==> src/rtl/pixel_pkg.sv <==
// Shared types and constants for the pixel frame writer.
// PIXEL_FRAME_WRITER_DEPTH_TEST_EN adds a 16-bit depth field to each pixel beat.
package pixel_pkg;

  localparam int          H_RES       = 320;
  localparam int          V_RES       = 180;
  localparam logic [11:0] CLEAR_COLOR = 12'h000;
  localparam logic [15:0] DEPTH_FAR   = 16'hFFFF;

  typedef struct packed {
    logic [3:0] r;
    logic [3:0] g;
    logic [3:0] b;
  } rgb444_t;

  typedef struct packed {
    logic [10:0] x;
    logic [9:0]  y;
`ifdef PIXEL_FRAME_WRITER_DEPTH_TEST_EN
    logic [15:0] z;
`endif
    rgb444_t     rgb;
  } pixel_beat_t;

  typedef enum logic [1:0] {
    IDLE  = 2'd0,
    CLEAR = 2'd1,
    RUN   = 2'd2
  } fw_state_t;

endpackage

==> src/rtl/pixel_fifo.sv <==
// Synchronous FIFO of pixel beats with registered read data.
// DEPTH must be a power of two so the pointers wrap naturally.
module pixel_fifo
  import pixel_pkg::*;
#(
  parameter int  DEPTH = 8,
  localparam int PTR_W = $clog2(DEPTH)
) (
  input  logic          clk,
  input  logic          rst,
  input  logic          push,
  input  logic          pop,
  input  pixel_beat_t   wr_data,
  output pixel_beat_t   rd_data,
  output logic          full,
  output logic          empty,
  output logic [PTR_W:0] count
);

  pixel_beat_t      mem [DEPTH];
  logic [PTR_W-1:0] wr_ptr;
  logic [PTR_W-1:0] rd_ptr;
  logic             do_push;
  logic             do_pop;

  assign empty   = (count == '0);
  assign full    = (count == (PTR_W+1)'(DEPTH));
  assign do_pop  = pop && !empty;
  // A write into a full FIFO is legal when the same edge frees a slot.
  assign do_push = push && (!full || do_pop);

  always_ff @(posedge clk) begin
    if (rst) begin
      wr_ptr <= '0;
      rd_ptr <= '0;
      count  <= '0;
    end else begin
      if (do_push) wr_ptr <= wr_ptr + 1'b1;
      if (do_pop)  rd_ptr <= rd_ptr + 1'b1;
      count <= count + (PTR_W+1)'(do_push) - (PTR_W+1)'(do_pop);
    end
  end

  always_ff @(posedge clk) begin
    if (do_push) mem[wr_ptr] <= wr_data;
    if (do_pop)  rd_data     <= mem[rd_ptr];
  end

endmodule

==> src/rtl/pixel_frame_writer.sv <==
// Framebuffer writer: clears the frame on frame_start, then drains filtered pixel beats into BRAM.
// Define PIXEL_FRAME_WRITER_DEPTH_TEST_EN for the z-buffered variant (z_in port, 3-stage drain).
module pixel_frame_writer #(
  parameter int          H_RES       = pixel_pkg::H_RES,
  parameter int          V_RES       = pixel_pkg::V_RES,
  parameter int          FIFO_DEPTH  = 8,
  parameter logic [11:0] CLEAR_COLOR = pixel_pkg::CLEAR_COLOR,
  localparam int         ADDR_W      = $clog2(H_RES * V_RES)
) (
  input  logic              clk_in,
  input  logic              rst_in,
  input  logic              frame_start_in,
  input  logic [10:0]       x_in,
  input  logic [9:0]        y_in,
  input  logic [3:0]        r_in,
  input  logic [3:0]        g_in,
  input  logic [3:0]        b_in,
  input  logic              valid_in,
`ifdef PIXEL_FRAME_WRITER_DEPTH_TEST_EN
  input  logic [15:0]       z_in,
`endif
  output logic [ADDR_W-1:0] bram_addr_out,
  output logic [11:0]       bram_data_out,
  output logic              bram_we_out,
  output logic              clearing_out,
  output logic              overflow_out,
  output logic [ADDR_W:0]   pixels_written_out
);
  import pixel_pkg::*;

  localparam int                NPIX      = H_RES * V_RES;
  localparam logic [ADDR_W-1:0] LAST_ADDR = ADDR_W'(NPIX - 1);
  localparam int                CNT_W     = $clog2(FIFO_DEPTH) + 1;

  function automatic logic [ADDR_W:0] sat_inc(input logic [ADDR_W:0] v);
    return (&v) ? v : v + 1'b1;
  endfunction

  function automatic logic [ADDR_W-1:0] pix_addr(input logic [10:0] x, input logic [9:0] y);
    logic [31:0] lin;
    lin = 32'(y) * 32'(H_RES) + 32'(x);
    return lin[ADDR_W-1:0];
  endfunction

  fw_state_t         state;
  fw_state_t         state_nxt;
  logic [ADDR_W-1:0] clr_cnt;

  pixel_beat_t       beat_in;
  pixel_beat_t       beat_p0;
  logic              beat_ok;
  logic              fifo_push;
  logic              fifo_pop;
  logic              fifo_drop;
  logic              fifo_full;
  logic              fifo_empty;
  logic [CNT_W-1:0]  fifo_count;

  logic              vld_p0;
  logic              vld_p1;
  logic [ADDR_W-1:0] addr_p1;
  rgb444_t           rgb_p1;

  logic              vld_out;
  logic [ADDR_W-1:0] addr_out;
  logic [11:0]       data_out;

  always_ff @(posedge clk_in) begin
    if (rst_in) begin
      state   <= IDLE;
      clr_cnt <= '0;
    end else begin
      state <= state_nxt;
      if (frame_start_in || state != CLEAR) clr_cnt <= '0;
      else                                  clr_cnt <= clr_cnt + 1'b1;
    end
  end

  always_comb begin
    state_nxt = state;
    if (frame_start_in)                              state_nxt = CLEAR;
    else if (state == CLEAR && clr_cnt == LAST_ADDR) state_nxt = RUN;
  end

  always_comb begin
    clearing_out  = 1'b0;
    bram_we_out   = vld_out;
    bram_addr_out = vld_out ? addr_out : '0;
    bram_data_out = vld_out ? data_out : 12'h000;
    if (state == CLEAR) begin
      clearing_out  = 1'b1;
      bram_we_out   = 1'b1;
      bram_addr_out = clr_cnt;
      bram_data_out = CLEAR_COLOR;
    end
  end

  always_comb begin
    beat_in.x     = x_in;
    beat_in.y     = y_in;
    beat_in.rgb.r = r_in;
    beat_in.rgb.g = g_in;
    beat_in.rgb.b = b_in;
`ifdef PIXEL_FRAME_WRITER_DEPTH_TEST_EN
    beat_in.z     = z_in;
`endif
  end

  // Input filter and FIFO: off-screen beats vanish without trace.
  assign beat_ok   = valid_in && ({21'd0, x_in} < 32'(H_RES)) && ({22'd0, y_in} < 32'(V_RES));
  assign fifo_pop  = !fifo_empty && state != CLEAR && !frame_start_in;
  assign fifo_push = beat_ok && (!fifo_full || fifo_pop);
  assign fifo_drop = beat_ok && (fifo_count == CNT_W'(FIFO_DEPTH)) && !fifo_pop;

  pixel_fifo #(
    .DEPTH (FIFO_DEPTH)
  ) u_fifo (
    .clk     (clk_in),
    .rst     (rst_in),
    .push    (fifo_push),
    .pop     (fifo_pop),
    .wr_data (beat_in),
    .rd_data (beat_p0),
    .full    (fifo_full),
    .empty   (fifo_empty),
    .count   (fifo_count)
  );

  // Stage p0 -> p1: popped beat becomes a linear address; CLEAR entry kills it.
  always_ff @(posedge clk_in) begin
    if (rst_in) begin
      vld_p0 <= 1'b0;
      vld_p1 <= 1'b0;
    end else begin
      vld_p0 <= fifo_pop;
      vld_p1 <= vld_p0 && !frame_start_in && state != CLEAR;
    end
  end

  always_ff @(posedge clk_in) begin
    addr_p1 <= pix_addr(beat_p0.x, beat_p0.y);
    rgb_p1  <= beat_p0.rgb;
  end

`ifdef PIXEL_FRAME_WRITER_DEPTH_TEST_EN
  logic [15:0]       depth_mem [NPIX];
  logic [15:0]       depth_p1;
  logic [15:0]       z_p1;
  logic [15:0]       depth_cmp;
  logic              depth_accept;
  logic              vld_p2;
  logic [ADDR_W-1:0] addr_p2;
  rgb444_t           rgb_p2;
  logic [15:0]       z_p2;

  // The depth read for p1 happened before the p2 winner was stored, so forward it.
  assign depth_cmp    = (vld_p2 && addr_p2 == addr_p1) ? z_p2 : depth_p1;
  assign depth_accept = vld_p1 && (z_p1 < depth_cmp) && state != CLEAR && !frame_start_in;

  always_ff @(posedge clk_in) begin
    if (state == CLEAR)    depth_mem[clr_cnt] <= DEPTH_FAR;
    else if (depth_accept) depth_mem[addr_p1] <= z_p1;
    depth_p1 <= depth_mem[pix_addr(beat_p0.x, beat_p0.y)];
    z_p1     <= beat_p0.z;
  end

  // Stage p1 -> p2: depth compare decides whether the pixel reaches the framebuffer.
  always_ff @(posedge clk_in) begin
    if (rst_in) vld_p2 <= 1'b0;
    else        vld_p2 <= depth_accept;
  end

  always_ff @(posedge clk_in) begin
    addr_p2 <= addr_p1;
    rgb_p2  <= rgb_p1;
    z_p2    <= z_p1;
  end

  assign vld_out  = vld_p2;
  assign addr_out = addr_p2;
  assign data_out = rgb_p2;
`else
  assign vld_out  = vld_p1;
  assign addr_out = addr_p1;
  assign data_out = rgb_p1;
`endif

  always_ff @(posedge clk_in) begin
    if (rst_in) begin
      overflow_out       <= 1'b0;
      pixels_written_out <= '0;
    end else begin
      if (fifo_drop)           overflow_out <= 1'b1;
      else if (frame_start_in) overflow_out <= 1'b0;
      if (frame_start_in)      pixels_written_out <= '0;
      else if (vld_out)        pixels_written_out <= sat_inc(pixels_written_out);
    end
  end

endmodule

==> config.mk <==
export PLATFORM = sky130hd
export DESIGN_NAME = pixel_frame_writer
export DESIGN_NICKNAME = d
export VERILOG_FILES = /design/src/rtl/pixel_pkg.sv /design/src/rtl/pixel_fifo.sv /design/src/rtl/pixel_frame_writer.sv
export SDC_FILE = /design/constraint.sdc
export NUM_CORES = 1
export LEC_CHECK = 0
export ABC_AREA = 1
export CORE_MARGIN = 2
export CORE_UTILIZATION = 40
export DETAILED_ROUTE_END_ITERATION = 8
export GPL_TIMING_DRIVEN = 0
export PLACE_DENSITY = 0.69
export SYNTH_ARGS = -nofsm -noshare
export SYNTH_HDL_FRONTEND = slang
export SYNTH_SLANG_ARGS = --single-unit
==> constraint.sdc <==
create_clock -name clk_in -period 6.1 [get_ports clk_in]
set_clock_uncertainty 0.1 [all_clocks]
set_input_delay 1.22 -clock clk_in [delete_from_list [all_inputs] [get_ports clk_in]]
set_output_delay 1.22 -clock clk_in [all_outputs]
set_load 0.005 [all_outputs]
==> impl_results.md <==
- Seq cells post-synth: 373
- Power density cells: 355 mW/mm2
- Async SR Flop Fraction: 0%
- Sequential area share after synthesis: 68.6%
- Cell Int Power: 4.62 mW
- Vias/cell: 5.16
- Post-synth EDFFs: 297
- Hold Startpoint: u_fifo.rd_data[11]
- CORE AREA: 0.0376 mm2
- Cell types with the highest counts after synthesis: edfxtp_1 (297), nor2_1 (256), nand2_1 (222)
- # Max-Cap Violations: 0
- Slack of the critical path: 1.69 ns
- Port Buffers: 84
- P&R area growth vs syn: 19.8%
- CP Capture Type: flop
- Vias: 10.4k
- CTS sink count: 373
- Placed Area: 0.0170 mm2
- Slew @ Worst Pin: 0.973 ns
- WHS Endpoint: data_out[11]
- Antenna violations before repair: 2
- Yosys top cell by area: edfxtp_1
- DR WL/cell: 18.1 um
- Synth cell types: 35
- Max Buffers Root-to-Sink: 3
- Hold depth: 0
- CTS tree: yes
- Syn nets: 1396
- Setup bufs post-CTS: 0
- Relative max-transition margin: 34.8%
- YS warnings: 0
- Outcome: finished, final reports clean
- Root Driver: clkbuf_16
- I/O pin cnt: 85
- Most common cell in the synthesized netlist: edfxtp_1
- Total Wirelength: 36.5 mm
- DIE AREA: 0.0396 mm2
- Post-route design area: 0.0182 mm2
- Final #Nets: 1547
- Vias in the first global route: 10.0k
- RePlAce Congestion: 0.872
- Synthesized area: 0.0152 mm2
- Iter 0 DRT Violations: 1029
- Synth Instances: 1327
- Design Power: 6.46 mW
- RSZ-0062 raised after global routing: no
- Max IR drop VDD: 0.236 mV
- Final hold violation count: 0
- Drc violations: 0
- Pin count of the biggest net entering global routing: 38
- Slew Limit Fails: 0
- Comb pwr share: 20.2%
- Switching Fraction: 28.5%
- Power share of the clock group: 33.9%
- Hold Path Class: reg -> reg
- Tcrit/Tclk final: 72.3%
- Clock transition at the registers of the reported paths: 0.06 ns
- Num CTS Buffers: 39
- Global-route wire length before repair: 56.0 mm
- Seq pwr share: 46.0%
- Die X-Extent: 199 um
- Post-synth top flop: edfxtp_1
- Tot GR Track Use: 18.6%
- H-tree depth: 2
- Req. time, crit path: 6.25 ns
- Initial core utilization: 40.5%
- Fmax: 227 MHz
- Top post-synthesis cells by area: edfxtp_1 (59%), dfxtp_1 (10%), nor2_1 (6.3%)
- Post-synth top area share: 58.6%
- Share of layout cells above drive strength 1: 8.63%
- Reg2Reg Setup Slack: 2.97 ns
- Initial DRT Pass Iterations: 5
- Final setup vio count: 0
- Place WS: 1.13 ns
- Crit start category: primary input
- Worst Path Max Fanout: 10
- Die Height: 199 um
- Sw Pwr: 1.84 mW
- Worst Path Arrival: 4.56 ns
- Worst R2R End: u_fifo.mem[0][10]
- Post-DP HPWL: 25.5 mm
- Static Leak: 6.35 nW
- Critical path class: in -> reg
- Final antenna-violating net count: 0
- Post-Syn Area per Cell: 11.5 um2
- Min Tclk post-route: 4.41 ns
- Grt total ovfl: 0
- Post-cts sizing count: 0
- Final core utilization: 48.5%
- Clock latency on the worst-skew pair: 0.55 ns
- Reg-to-reg startpoint: u_fifo.count[2]
- Hold_buf cts: 0
- Row count: 71
- Worst R2R Path Depth: 12
==> area by class of cell <==
type	instances	area [um2]
timing repair buffer	110	1160
antenna	1	2.50
clock buffer	57	1080
multi-input combinational	819	4180
clock inverter	12	92.6
fill	3282	19300
tap	511	639
buffer	60	350
inverter	75	284
sequential	373	10400
==> through the flow <==
stage               TNS [ns]  hold slack, ns  std cells
finish                     0           0.238       2018
global route               0           0.245       2018
CTS                        0           0.238       2016
detailed placement         0           0.227       1947
global placement     -505.33           0.226       1922
floorplan                  0           0.223       1327
==> cells by family after synthesis <==
group	synth area share, %
XOR/XNOR	1.09
flip-flops	68.6
AND/OR/NAND/NOR	15.1
adder cells (fa/ha/maj)	2.78
AO/OA/AOI/OAI	8.25
buffers and inverters	4.17
==> worst max-delay path, cell delays in order <==
cell and delay, ns:
clkdlybuf4s50_1 0.57, nor2_1 0.19, nor2_1 0.08, o21ai_0 0.55
nand3_1 0.27, inv_2 0.15, nand2_1 0.17, nor3_2 0.73
buf_8 0.24, buf_6 0.19, buf_6 0.18
==> state kept, by name, indices dropped and copies added, names as in the netlist <==
| name | count |
|---|---|
| data_out | 12 |
| u_fifo.rd_ptr | 3 |
| u_fifo.wr_ptr | 3 |
| vld_p0 | 1 |
| u_fifo.count | 4 |
| u_fifo.mem | 264 |
| clr_cnt | 16 |
| overflow_out | 1 |
| pixels_written_out | 17 |
| vld_out | 1 |
| state | 2 |
| u_fifo.rd_data | 33 |
| addr_out | 16 |
==> power by group through the flow <==
stage               clock [mW]  combinational [mW]  sequential, mW
floorplan                    0               0.877            3.01
CTS                       2.23                1.28            2.98
global route              2.33                1.44            2.98
detailed placement           0                1.27            3.03
finish                    2.19                1.30            2.97
global placement             0                1.24            3.03
==> how the worst max path moves through the flow <==
stage / end / from / slack (ns)
finish: u_fifo.mem[0][10] / y_in[2] / 1.69
detailed placement: u_fifo.mem[0][8] / y_in[2] / 1.13
CTS: u_fifo.mem[0][10] / y_in[2] / 1.69
global route: u_fifo.mem[0][10] / y_in[2] / 1.46
global placement: u_fifo.mem[1][9] / y_in[2] / -2.15
floorplan: u_fifo.mem[2][0] / y_in[2] / 1.36
==> cell usage in the layout, fill, tap and decap left out, types with 2 or more instances in the layout <==
cell / synthesis / routed
buf_2: 13 / 13
clkbuf_16: 0 / 39
xor2_1: 14 / 14
nand3_1: 43 / 43
buf_1: 5 / 5
nor2_1: 256 / 256
buf_8: 0 / 5
clkbuf_8: 0 / 4
clkinv_2: 0 / 5
clkinv_8: 0 / 2
nand2_1: 222 / 222
clkinv_1: 3 / 8
a21oi_1: 34 / 34
edfxtp_1: 297 / 297
dfxtp_1: 76 / 76
clkdlybuf4s50_1: 0 / 84
inv_1: 69 / 68
buf_4: 1 / 3
ha_1: 29 / 29
o21ai_0: 97 / 97
inv_2: 2 / 2
nor2_2: 9 / 9
clkbuf_1: 27 / 41
xnor2_1: 5 / 5
o32ai_1: 66 / 66
buf_6: 14 / 32
fa_1: 3 / 3
nand4_1: 10 / 10
nor3_1: 20 / 12
nor3_2: 1 / 9
==> layer usage <==
metal / part of all wire (%) / vias to the layer above / GRT usage, %
met5: 0 / - / 0
met4: 2.3 / 0 / 6.03
met3: 7.4 / 68 / 3.31
met2: 47 / 407 / 30.4
met1: 43 / 4971 / 25.1
li1: - / 4966 / -
No activity file was read; power rests on OpenSTA's default activity.
